$ cat config.mk
export PLATFORM = sky130hd
export DESIGN_NAME = fpu_op_sequencer
export DESIGN_NICKNAME = d
export VERILOG_FILES = /design/src/rtl/fpu_op_sequencer.sv
export SDC_FILE = /design/constraint.sdc
export NUM_CORES = 1
export LEC_CHECK = 0
export CAP_MARGIN = 20
export CORE_MARGIN = 2
export CORE_UTILIZATION = 51
export DETAILED_ROUTE_END_ITERATION = 16
export GPL_TIMING_DRIVEN = 0
export PLACE_DENSITY = 0.92
export SLEW_MARGIN = 5
export SYNTH_ARGS = -nofsm -noshare
export SYNTH_HDL_FRONTEND = slang
export SYNTH_SLANG_ARGS = --single-unit
$ cat constraint.sdc
create_clock -name clk -period 10 [get_ports clk]
set_input_delay 3 -clock clk [delete_from_list [all_inputs] [get_ports clk]]
set_output_delay 3 -clock clk [all_outputs]
set_load 0.05 [all_outputs]
$ cat src/rtl/fpu_op_sequencer.sv
// fpu_op_sequencer: handshake front/back end around combinational FP add/mul/div
// units. Screens special operands, orders add operands by magnitude, holds unit
// inputs for a per-op multicycle settle window, then registers the result.
module fpu_op_sequencer #(
  parameter int unsigned ADD_WAIT = 1,
  parameter int unsigned MUL_WAIT = 1,
  parameter int unsigned DIV_WAIT = 4
) (
  input  logic        clk,
  input  logic        rst,
  input  logic        in_valid,
  output logic        in_ready,
  input  logic [1:0]  op,
  input  logic [31:0] a,
  input  logic [31:0] b,
  output logic [31:0] unit_a,
  output logic [31:0] unit_b,
  input  logic [31:0] add_res,
  input  logic [31:0] mul_res,
  input  logic [31:0] div_res,
  output logic        out_valid,
  input  logic        out_ready,
  output logic [31:0] result,
  output logic        flag_invalid,
  output logic        flag_dbz
);

  localparam int unsigned CNT_W = 16;
  localparam logic [31:0] QNAN   = 32'h7FC0_0000;
  localparam logic [1:0]  OP_ADD = 2'b00;
  localparam logic [1:0]  OP_SUB = 2'b01;
  localparam logic [1:0]  OP_MUL = 2'b10;
  localparam logic [1:0]  OP_DIV = 2'b11;

  typedef enum logic [1:0] {IDLE, RUN, RESP} state_e;

  state_e             state_q, state_d;
  logic               in_ready_q, in_ready_d;
  logic               out_valid_q, out_valid_d;
  logic [31:0]        result_q, result_d;
  logic               flag_invalid_q, flag_invalid_d;
  logic               flag_dbz_q, flag_dbz_d;
  logic [31:0]        unit_a_q, unit_a_d;
  logic [31:0]        unit_b_q, unit_b_d;
  logic [CNT_W-1:0]   cnt_q, cnt_d;
  logic [1:0]         op_q, op_d;

  // Screening of the incoming operation
  logic [31:0]      b_eff;
  logic             sx;
  logic             a_zero, a_inf, a_nan;
  logic             b_zero, b_inf, b_nan;
  logic             spec_hit;
  logic [31:0]      spec_res;
  logic             spec_inv;
  logic             spec_dbz;
  logic [31:0]      ua_c, ub_c;
  logic [CNT_W-1:0] wait_c;

  // Classify operands, resolve special results, and pick unit operand order
  always_comb begin
    b_eff    = (op == OP_SUB) ? {~b[31], b[30:0]} : b;
    sx       = a[31] ^ b_eff[31];
    a_zero   = (a[30:23] == 8'h00);
    a_inf    = (a[30:23] == 8'hFF) && (a[22:0] == 23'h0);
    a_nan    = (a[30:23] == 8'hFF) && (a[22:0] != 23'h0);
    b_zero   = (b_eff[30:23] == 8'h00);
    b_inf    = (b_eff[30:23] == 8'hFF) && (b_eff[22:0] == 23'h0);
    b_nan    = (b_eff[30:23] == 8'hFF) && (b_eff[22:0] != 23'h0);
    spec_hit = 1'b0;
    spec_res = 32'h0;
    spec_inv = 1'b0;
    spec_dbz = 1'b0;
    ua_c     = a;
    ub_c     = b;
    wait_c   = CNT_W'(ADD_WAIT);

    if (a_nan || b_nan) begin
      spec_hit = 1'b1;
      spec_res = QNAN;
    end else begin
      case (op)
        OP_DIV: begin
          spec_hit = a_zero || b_zero || a_inf || b_inf;
          if ((a_zero && b_zero) || (a_inf && b_inf)) begin
            spec_res = QNAN;
            spec_inv = 1'b1;
          end else if (!a_zero && !a_inf && b_zero) begin
            spec_res = {sx, 8'hFF, 23'h0};
            spec_dbz = 1'b1;
          end else if (a_zero || b_inf) begin
            spec_res = {sx, 31'h0};
          end else if (a_inf) begin
            spec_res = {sx, 8'hFF, 23'h0};
          end
        end
        OP_MUL: begin
          spec_hit = a_zero || b_zero || a_inf || b_inf;
          if ((a_zero && b_inf) || (a_inf && b_zero)) begin
            spec_res = QNAN;
            spec_inv = 1'b1;
          end else if (a_zero || b_zero) begin
            spec_res = {sx, 31'h0};
          end else if (a_inf || b_inf) begin
            spec_res = {sx, 8'hFF, 23'h0};
          end
        end
        OP_ADD, OP_SUB: begin
          if (a_inf && b_inf && (a[31] != b_eff[31])) begin
            spec_hit = 1'b1;
            spec_res = QNAN;
            spec_inv = 1'b1;
          end else if (a_zero) begin
            spec_hit = 1'b1;
            spec_res = b_eff;
          end else if (b_zero) begin
            spec_hit = 1'b1;
            spec_res = a;
          end else if ((a[30:0] == b_eff[30:0]) && (a[31] != b_eff[31])) begin
            spec_hit = 1'b1;
            spec_res = 32'h0;
          end else if (a_inf) begin
            spec_hit = 1'b1;
            spec_res = a;
          end else if (b_inf) begin
            spec_hit = 1'b1;
            spec_res = b_eff;
          end
        end
        default: spec_hit = 1'b0;
      endcase
    end

    // The adder needs the larger magnitude (hence exponent) on its A input
    if ((op == OP_ADD) || (op == OP_SUB)) begin
      if (b_eff[30:0] > a[30:0]) begin
        ua_c = b_eff;
        ub_c = a;
      end else begin
        ua_c = a;
        ub_c = b_eff;
      end
    end

    case (op)
      OP_MUL:  wait_c = CNT_W'(MUL_WAIT);
      OP_DIV:  wait_c = CNT_W'(DIV_WAIT);
      default: wait_c = CNT_W'(ADD_WAIT);
    endcase
  end

  // Next-state and register-input logic
  always_comb begin
    state_d        = state_q;
    out_valid_d    = out_valid_q;
    result_d       = result_q;
    flag_invalid_d = flag_invalid_q;
    flag_dbz_d     = flag_dbz_q;
    unit_a_d       = unit_a_q;
    unit_b_d       = unit_b_q;
    cnt_d          = cnt_q;
    op_d           = op_q;

    case (state_q)
      IDLE: begin
        if (in_valid) begin
          op_d           = op;
          flag_invalid_d = 1'b0;
          flag_dbz_d     = 1'b0;
          if (spec_hit) begin
            result_d       = spec_res;
            flag_invalid_d = spec_inv;
            flag_dbz_d     = spec_dbz;
            state_d        = RESP;
          end else begin
            unit_a_d = ua_c;
            unit_b_d = ub_c;
            cnt_d    = wait_c;
            state_d  = RUN;
          end
        end
      end
      RUN: begin
        cnt_d = cnt_q - CNT_W'(1);
        if (cnt_q == CNT_W'(1)) begin
          case (op_q)
            OP_MUL:  result_d = mul_res;
            OP_DIV:  result_d = div_res;
            default: result_d = add_res;
          endcase
          out_valid_d = 1'b1;
          state_d     = RESP;
        end
      end
      RESP: begin
        // Special results arrive with out_valid still low; present them one cycle on
        if (!out_valid_q) begin
          out_valid_d = 1'b1;
        end else if (out_ready) begin
          out_valid_d = 1'b0;
          state_d     = IDLE;
        end
      end
      default: state_d = IDLE;
    endcase

    in_ready_d = (state_d == IDLE);
  end

  // State and datapath registers
  always_ff @(posedge clk or posedge rst) begin
    if (rst) begin
      state_q        <= IDLE;
      in_ready_q     <= 1'b1;
      out_valid_q    <= 1'b0;
      result_q       <= 32'h0;
      flag_invalid_q <= 1'b0;
      flag_dbz_q     <= 1'b0;
      unit_a_q       <= 32'h0;
      unit_b_q       <= 32'h0;
      cnt_q          <= '0;
      op_q           <= 2'b00;
    end else begin
      state_q        <= state_d;
      in_ready_q     <= in_ready_d;
      out_valid_q    <= out_valid_d;
      result_q       <= result_d;
      flag_invalid_q <= flag_invalid_d;
      flag_dbz_q     <= flag_dbz_d;
      unit_a_q       <= unit_a_d;
      unit_b_q       <= unit_b_d;
      cnt_q          <= cnt_d;
      op_q           <= op_d;
    end
  end

  assign in_ready     = in_ready_q;
  assign out_valid    = out_valid_q;
  assign result       = result_q;
  assign flag_invalid = flag_invalid_q;
  assign flag_dbz     = flag_dbz_q;
  assign unit_a       = unit_a_q;
  assign unit_b       = unit_b_q;

endmodule

After elaboration in Yosys (flattened, before gate mapping) --
Cells that the tools add are included. W data, S select, Z words.
Operators by class: add/subtract/negate cells 1, multiply operators 0, div/mod/pow operators 0, magnitude comparators 1, equality and inequality tests 16, shift operators 0, mux-type cells 58, bitwise gates (word level) 3, reductions and logical operators 41
Operator list (number):
- $mux W32 | 22
- $pmux W32 S2 | 2
- $pmux W32 S3 | 1
- $logic_not A23 Y1 | 2
- $reduce_bool A23 Y1 | 2
- $mux W16 | 2
- $pmux W16 S2 | 1
- $eq A31 B31 Y1 | 1
- $gt A31 B31 Y1 | 1
- $mux W1 | 20
- $eq A16 B1 Y1 const B | 1
- $eq A8 B8 Y1 const B | 2
- $logic_not A8 Y1 | 2
- $sub A16 B1 Y16 const B | 1
- $logic_and A1 B1 Y1 | 12
- $eq A2 B2 Y1 const B | 5
- $mux W2 | 5
- $logic_or A1 B1 Y1 | 9
- $ne A2 B2 Y1 const B | 4
- $logic_not A2 Y1 | 3
- $pmux W2 S3 | 1
- $reduce_and A3 Y1 | 2
- $eq A2 B1 Y1 const B | 2
- $pmux W1 S2 | 2
- 10 further kinds | 15
Storage, ports and cells: register bits 120, bits in latches 0, bits in writable memories 0, memory bits (read-only) 0, input port bits 166, output and inout port bits 100, logic and storage cells 130, memories 0

Depth between registers and ports, before layout --
word-level depth 16, gate-level depth with buffers 12, gate-level depth less buffers 9

Least setup slack after synthesis --
OpenSTA, ideal clock, no wires.
path type input-to-reg, from input port a[13], to register result_q[23], in the netlist result[23], library setup time 0.119 ns, data arrival time 5.297 ns, data required time 9.881 ns, path slack 4.584 ns, stages 9, path buffers 0, cell sequence inv_1 > ha_1 > nand4_1 > or4_1 > nor4_2 > nor2_1 > o22ai_2 > mux2_1 > o21a_1
Between the ends: longest elaborated chain between the ends 12, elaborated cells on any way between the ends 44, classes of those cells 2 x eq/ne; 24 x mux; 18 x reduce/logical
Ends and longest elaborated chain:
- start, declared | RTL line 14 | input logic [31:0] a,
- $logic_not A23 Y1 | RTL line 65 | a_inf = (a[30:23] == 8'hFF) && (a[22:0] == 23'h0);
- $logic_and A1 B1 Y1 | RTL line 65
- $mux W32 or $logic_not A1 Y1 (tied branches) | RTL line 122, 88
- $mux W32 or $logic_and A1 B1 Y1 (tied branches) | RTL line 119, 88
- $mux W32 or $logic_and A1 B1 Y1 (tied branches) | RTL line 116, 88
- $mux W32, on equally long branches | RTL line 113, 88
- $mux W32, on equally long branches | RTL line 109, 85
- $pmux W32 S3 | RTL line 82 | case (op)
- $mux W32 | RTL line 78 | if (a_nan || b_nan) begin
- $mux W32 | RTL line 170 | if (spec_hit) begin
- $mux W32 | RTL line 166 | if (in_valid) begin
- $pmux W32 S2 | RTL line 164 | case (state_q)
- end signal, assigned | RTL line 227 | result_q <= result_d;
- end, declared | RTL line 40 | logic [31:0] result_q, result_d;
Several ways; a longest one is shown, not always the timed one. The select of a mux whose other input is x is not followed. A chain may end at the register's enable or synchronous reset.

Worst setup path in the final report --
from input port a[14], to register unit_b_q[2], in the netlist unit_b[2]
Between the ends: longest elaborated chain between the ends 11, elaborated cells on any way between the ends 23, classes of those cells 1 x order compare; 1 x eq/ne; 9 x mux; 1 x bitwise; 11 x reduce/logical
Ends and longest elaborated chain:
- $logic_not A23 Y1 | RTL line 65
- $logic_and A1 B1 Y1 | RTL line 65
- $mux W1 | RTL line 122 | end else if (a_inf) begin
- $mux W1 | RTL line 119 | end else if ((a[30:0] == b_eff[30:0]) && (a[31] != b_eff[31])) begin
- $mux W1 | RTL line 116 | end else if (b_zero) begin
- $mux W1 | RTL line 113 | end else if (a_zero) begin
- $mux W1 | RTL line 109 | if (a_inf && b_inf && (a[31] != b_eff[31])) begin
- $pmux W1 S2 | RTL line 82
- $mux W1 | RTL line 78
- $not A1 Y1 (no line)
- $reduce_and A3 Y1 (no line)
- end signal, assigned | RTL line 231 | unit_b_q <= unit_b_d;
- end, declared | RTL line 44 | logic [31:0] unit_b_q, unit_b_d;
Several ways; a longest one is shown, not always the timed one.

==> metrics.md <==
| Metric | Value |
|---|---|
| R2R depth | `8` |
| Synth async-reset ratio | `100%` |
| Sink Count | `120` |
| Total global routing overflow | `0` |
| Final core utilization | `75.3%` |
| Number of synthesized register bits | `120` |
| CTS buffer count | `17` |
| GPL Wtd Cong | `0.989` |
| Area Overhead vs Synth | `43.6%` |
| Clk_lat worst skew | `430 ps` |
| Crit path cell chain | `clkdlybuf4s50_1 -> inv_1 -> ha_1 -> nand4_1 -> or4_1 -> nor4_2 -> nor2_1 -> nand3_1 -> buf_2 -> buf_4 -> buf_2 -> nand2_1 -> o21ai_0` |
| Vias per Instance | `6.17` |
| Crit path max fanout | `10` |
| Fin. Hold Viols | `0` |
| RSZ-0062 raised after global routing | `no` |
| Leakage | `4.83 nW` |
| Final setup violation count | `0` |
| Final Skew | `4.48 ps` |
| Pre-CTS WS | `3180 ps` |
| Routed wire length | `30.0 mm` |
| PD cells | `292 mW/mm²` |
| Worst path required time | `10340 ps` |
| Worst relative slew slack | `26.4%` |
| Yosys Warn Count | `0` |
| Global-route wire length before repair | `46.3 mm` |
| Initial antenna violation count | `0` |
| Reg2reg end | `result[12]` |
| Area contributors post-synth | `dfrtp_1, mux2i_1, o21ai_0, ha_1, nand2_1` |
| Post-CTS Hold Fix Bufs | `0` |
| Yosys cell types | `60` |
| Initial DRC Count | `986` |
| Leading area contributor after synthesis | `dfrtp_1` |
| Total Power | `3.36 mW` |
| Most numerous cell in the Yosys netlist | `o21ai_0` |
| Final Critical Period | `6550 ps` |
| Port-buffer cells | `263` |
| R2R Path Start | `cnt_q[4]` |
| Largest net degree at the start of global routing | `73` |
| Seq/Total Area, Yosys | `37.5%` |
| Top Usage Layer GRT | `met2` |
| Mean Syn Cell Area | `8.47 µm²` |
| Commonest cells post-synth | `o21ai_0, dfrtp_1, nand2_1, mux2i_1, nor2_1` |
| Max Root-Sink Buffers | `2` |
| Total GRT Usage | `36.1%` |
| Fin nets | `1427` |
| Synth Net Count | `1144` |
| Clock root buffer | `clkbuf_16` |
| Share of post-route cells with drive strength above 1 | `5.64%` |
| Met2 Use GR | `59.7%` |
| Vias in the first global route | `8608` |
| Critical path type | `input port to register` |
| CTS tree | `done` |
| Cell repeated most along the worst path | `buf_2` |
| Core Box Area | `0.0153 mm²` |
| Cts repair resizes | `0` |
| Max-cap violations | `0` |
| Site row count | `45` |
| Post-Synthesis Cells | `945` |
| HP Class | `register to register` |
| Crit share post-route | `65.5%` |
| Run status | `complete, no violations` |
| Worst EP arrival | `6890 ps` |
| Slew at the pin closest to its max-slew limit | `1090 ps` |
| Wire per inst | `20.7 µm` |
| Fin worst setup slack | `3450 ps` |
| Residual DRC | `0` |
| # IOs | `266` |
| TNS Setup | `0 ps` |
| Die span in y | `129 µm` |
| Max Slew Vio Count | `0` |
| Clk pin slew, worst setup/hold paths | `60 ps` |
| Maximum clock frequency | `153 MHz` |
| Worst reg-to-reg setup slack | `6970 ps` |
| Die W | `129 µm` |
| Die area | `0.0167 mm²` |
| Slowest-stage cell, CP | `or4_1` |
| Top FF cell, synth | `dfrtp_1` |
| Synthesized cell area | `0.00801 mm²` |
| Vias | `8965` |
| GRT met1 Usage | `46.3%` |
| GRT met3 Usage | `7.31%` |
| Post-DP HPWL | `23.3 mm` |
| DR pass1 iterations | `8` |
| Placed cells | `1420` |
| Post-route ant nets | `0` |
| Number of synthesized flops with an enable pin | `0` |
| CP Capture Point | `unit_b[2]` |
| Maximum ir drop on the vdd rail | `0.260 mV` |
| Critical path capture point type | `register` |
| Top cell type's share of synthesized area | `37.2%` |
| CTS H-tree depth | `4` |
| Setup bufs post-CTS | `0` |
| Final cell count without fillers | `1453` |
| Worst setup path start | `a[14]` |
| Crit path launch type | `input port` |
| Initial Utilization | `52.5%` |
| Largest stage delay on the critical path | `650 ps` |
## cells in the final DEF, fill, tap and decap left out, drive strengths merged, types with 4 or more instances in the layout
cell type,netlist,final
or2,5,5
a221oi,5,5
dfrtp,119,119
clkdlybuf4s50,0,263
ha,33,33
nand3,11,11
nor3,12,12
mux2i,94,94
a21oi,65,65
nand4,28,28
nand2,105,105
nor4,21,21
clkbuf,37,54
buf,24,25
xor2,12,12
inv,42,44
mux2,6,6
a211oi,26,26
clkinvlp,0,6
nor2b,4,4
nor2,94,94
o21ai,131,131
o21a,6,6
o211ai,9,9
or4,5,5
clkinv,0,6
## power by group
part,internal [mW],leakage (nW),switching (mW)
clock,0.340,0.257,0.241
sequential,0.707,1.48,0.149
combinational,0.655,3.10,1.27
total,1.70,4.83,1.66
## worst max-delay path, delay by kind of cell
family,cells,cell delay (ps)
compound gates,1,80
fa+ha+maj,1,320
buf+inv,5,1510
simple gates,6,1950
## cell type report
cell class                      instances  area (µm²)
Clock buffer                           17         425
Sequential cell                       120        3000
Tap cell                              211         264
Fill cell                            1093        3760
Buffer                                 61         260
Timing Repair Buffer                  264        2660
Clock inverter                         15         130
Multi-Input combinational cell        722        4580
Antenna cell                            1        2.50
Inverter                               42         163
## logic make-up after synthesis
logic type                 synth area share [%]
buffers and inverters                      5.22
adders and majority gates                  5.16
muxes                                      12.6
DFF                                        37.5
and+or+nand+nor                            17.9
AOI/OAI and AO/OA                          19.7
xor gates and xnor gates                   1.92
## worst min-delay path by stage
stage,from,to,slack [ps],cells after the start
after floorplan,cnt_q[15],cnt_q[15],500,2
after global placement,unit_a[2],unit_a[2],460,2
after detailed placement,unit_b[28],unit_b[28],470,2
after CTS,unit_b[28],unit_b[28],480,2
after global routing,unit_a[3],unit_a[3],500,2
final,unit_a[3],unit_a[3],480,2
## routing by layer
layer | vias to the layer above | routed length, µm
met4 | 0 | 1020
met3 | 78 | 2990
li1 | 3996 | -
met2 | 619 | 14400
met5 | - | 0
met1 | 4272 | 11600
## metrics by stage
stage          hold WS (ps)  area [µm²]
2_1_floorplan           496        8010
3_3_place_gp            461       10900
3_5_place_dp            470       10900
4_1_cts                 482       11500
5_1_grt                 502       11500
6_report                478       11500
## registers in the layout, summed over array words and instances, names as in the netlist
name,flops
unit_b,32
result,32
op_q,2
flag_invalid,1
unit_a,32
in_ready,1
state_q,2
flag_dbz,1
cnt_q,16
out_valid,1
No activity file was read; power rests on OpenSTA's default activity.
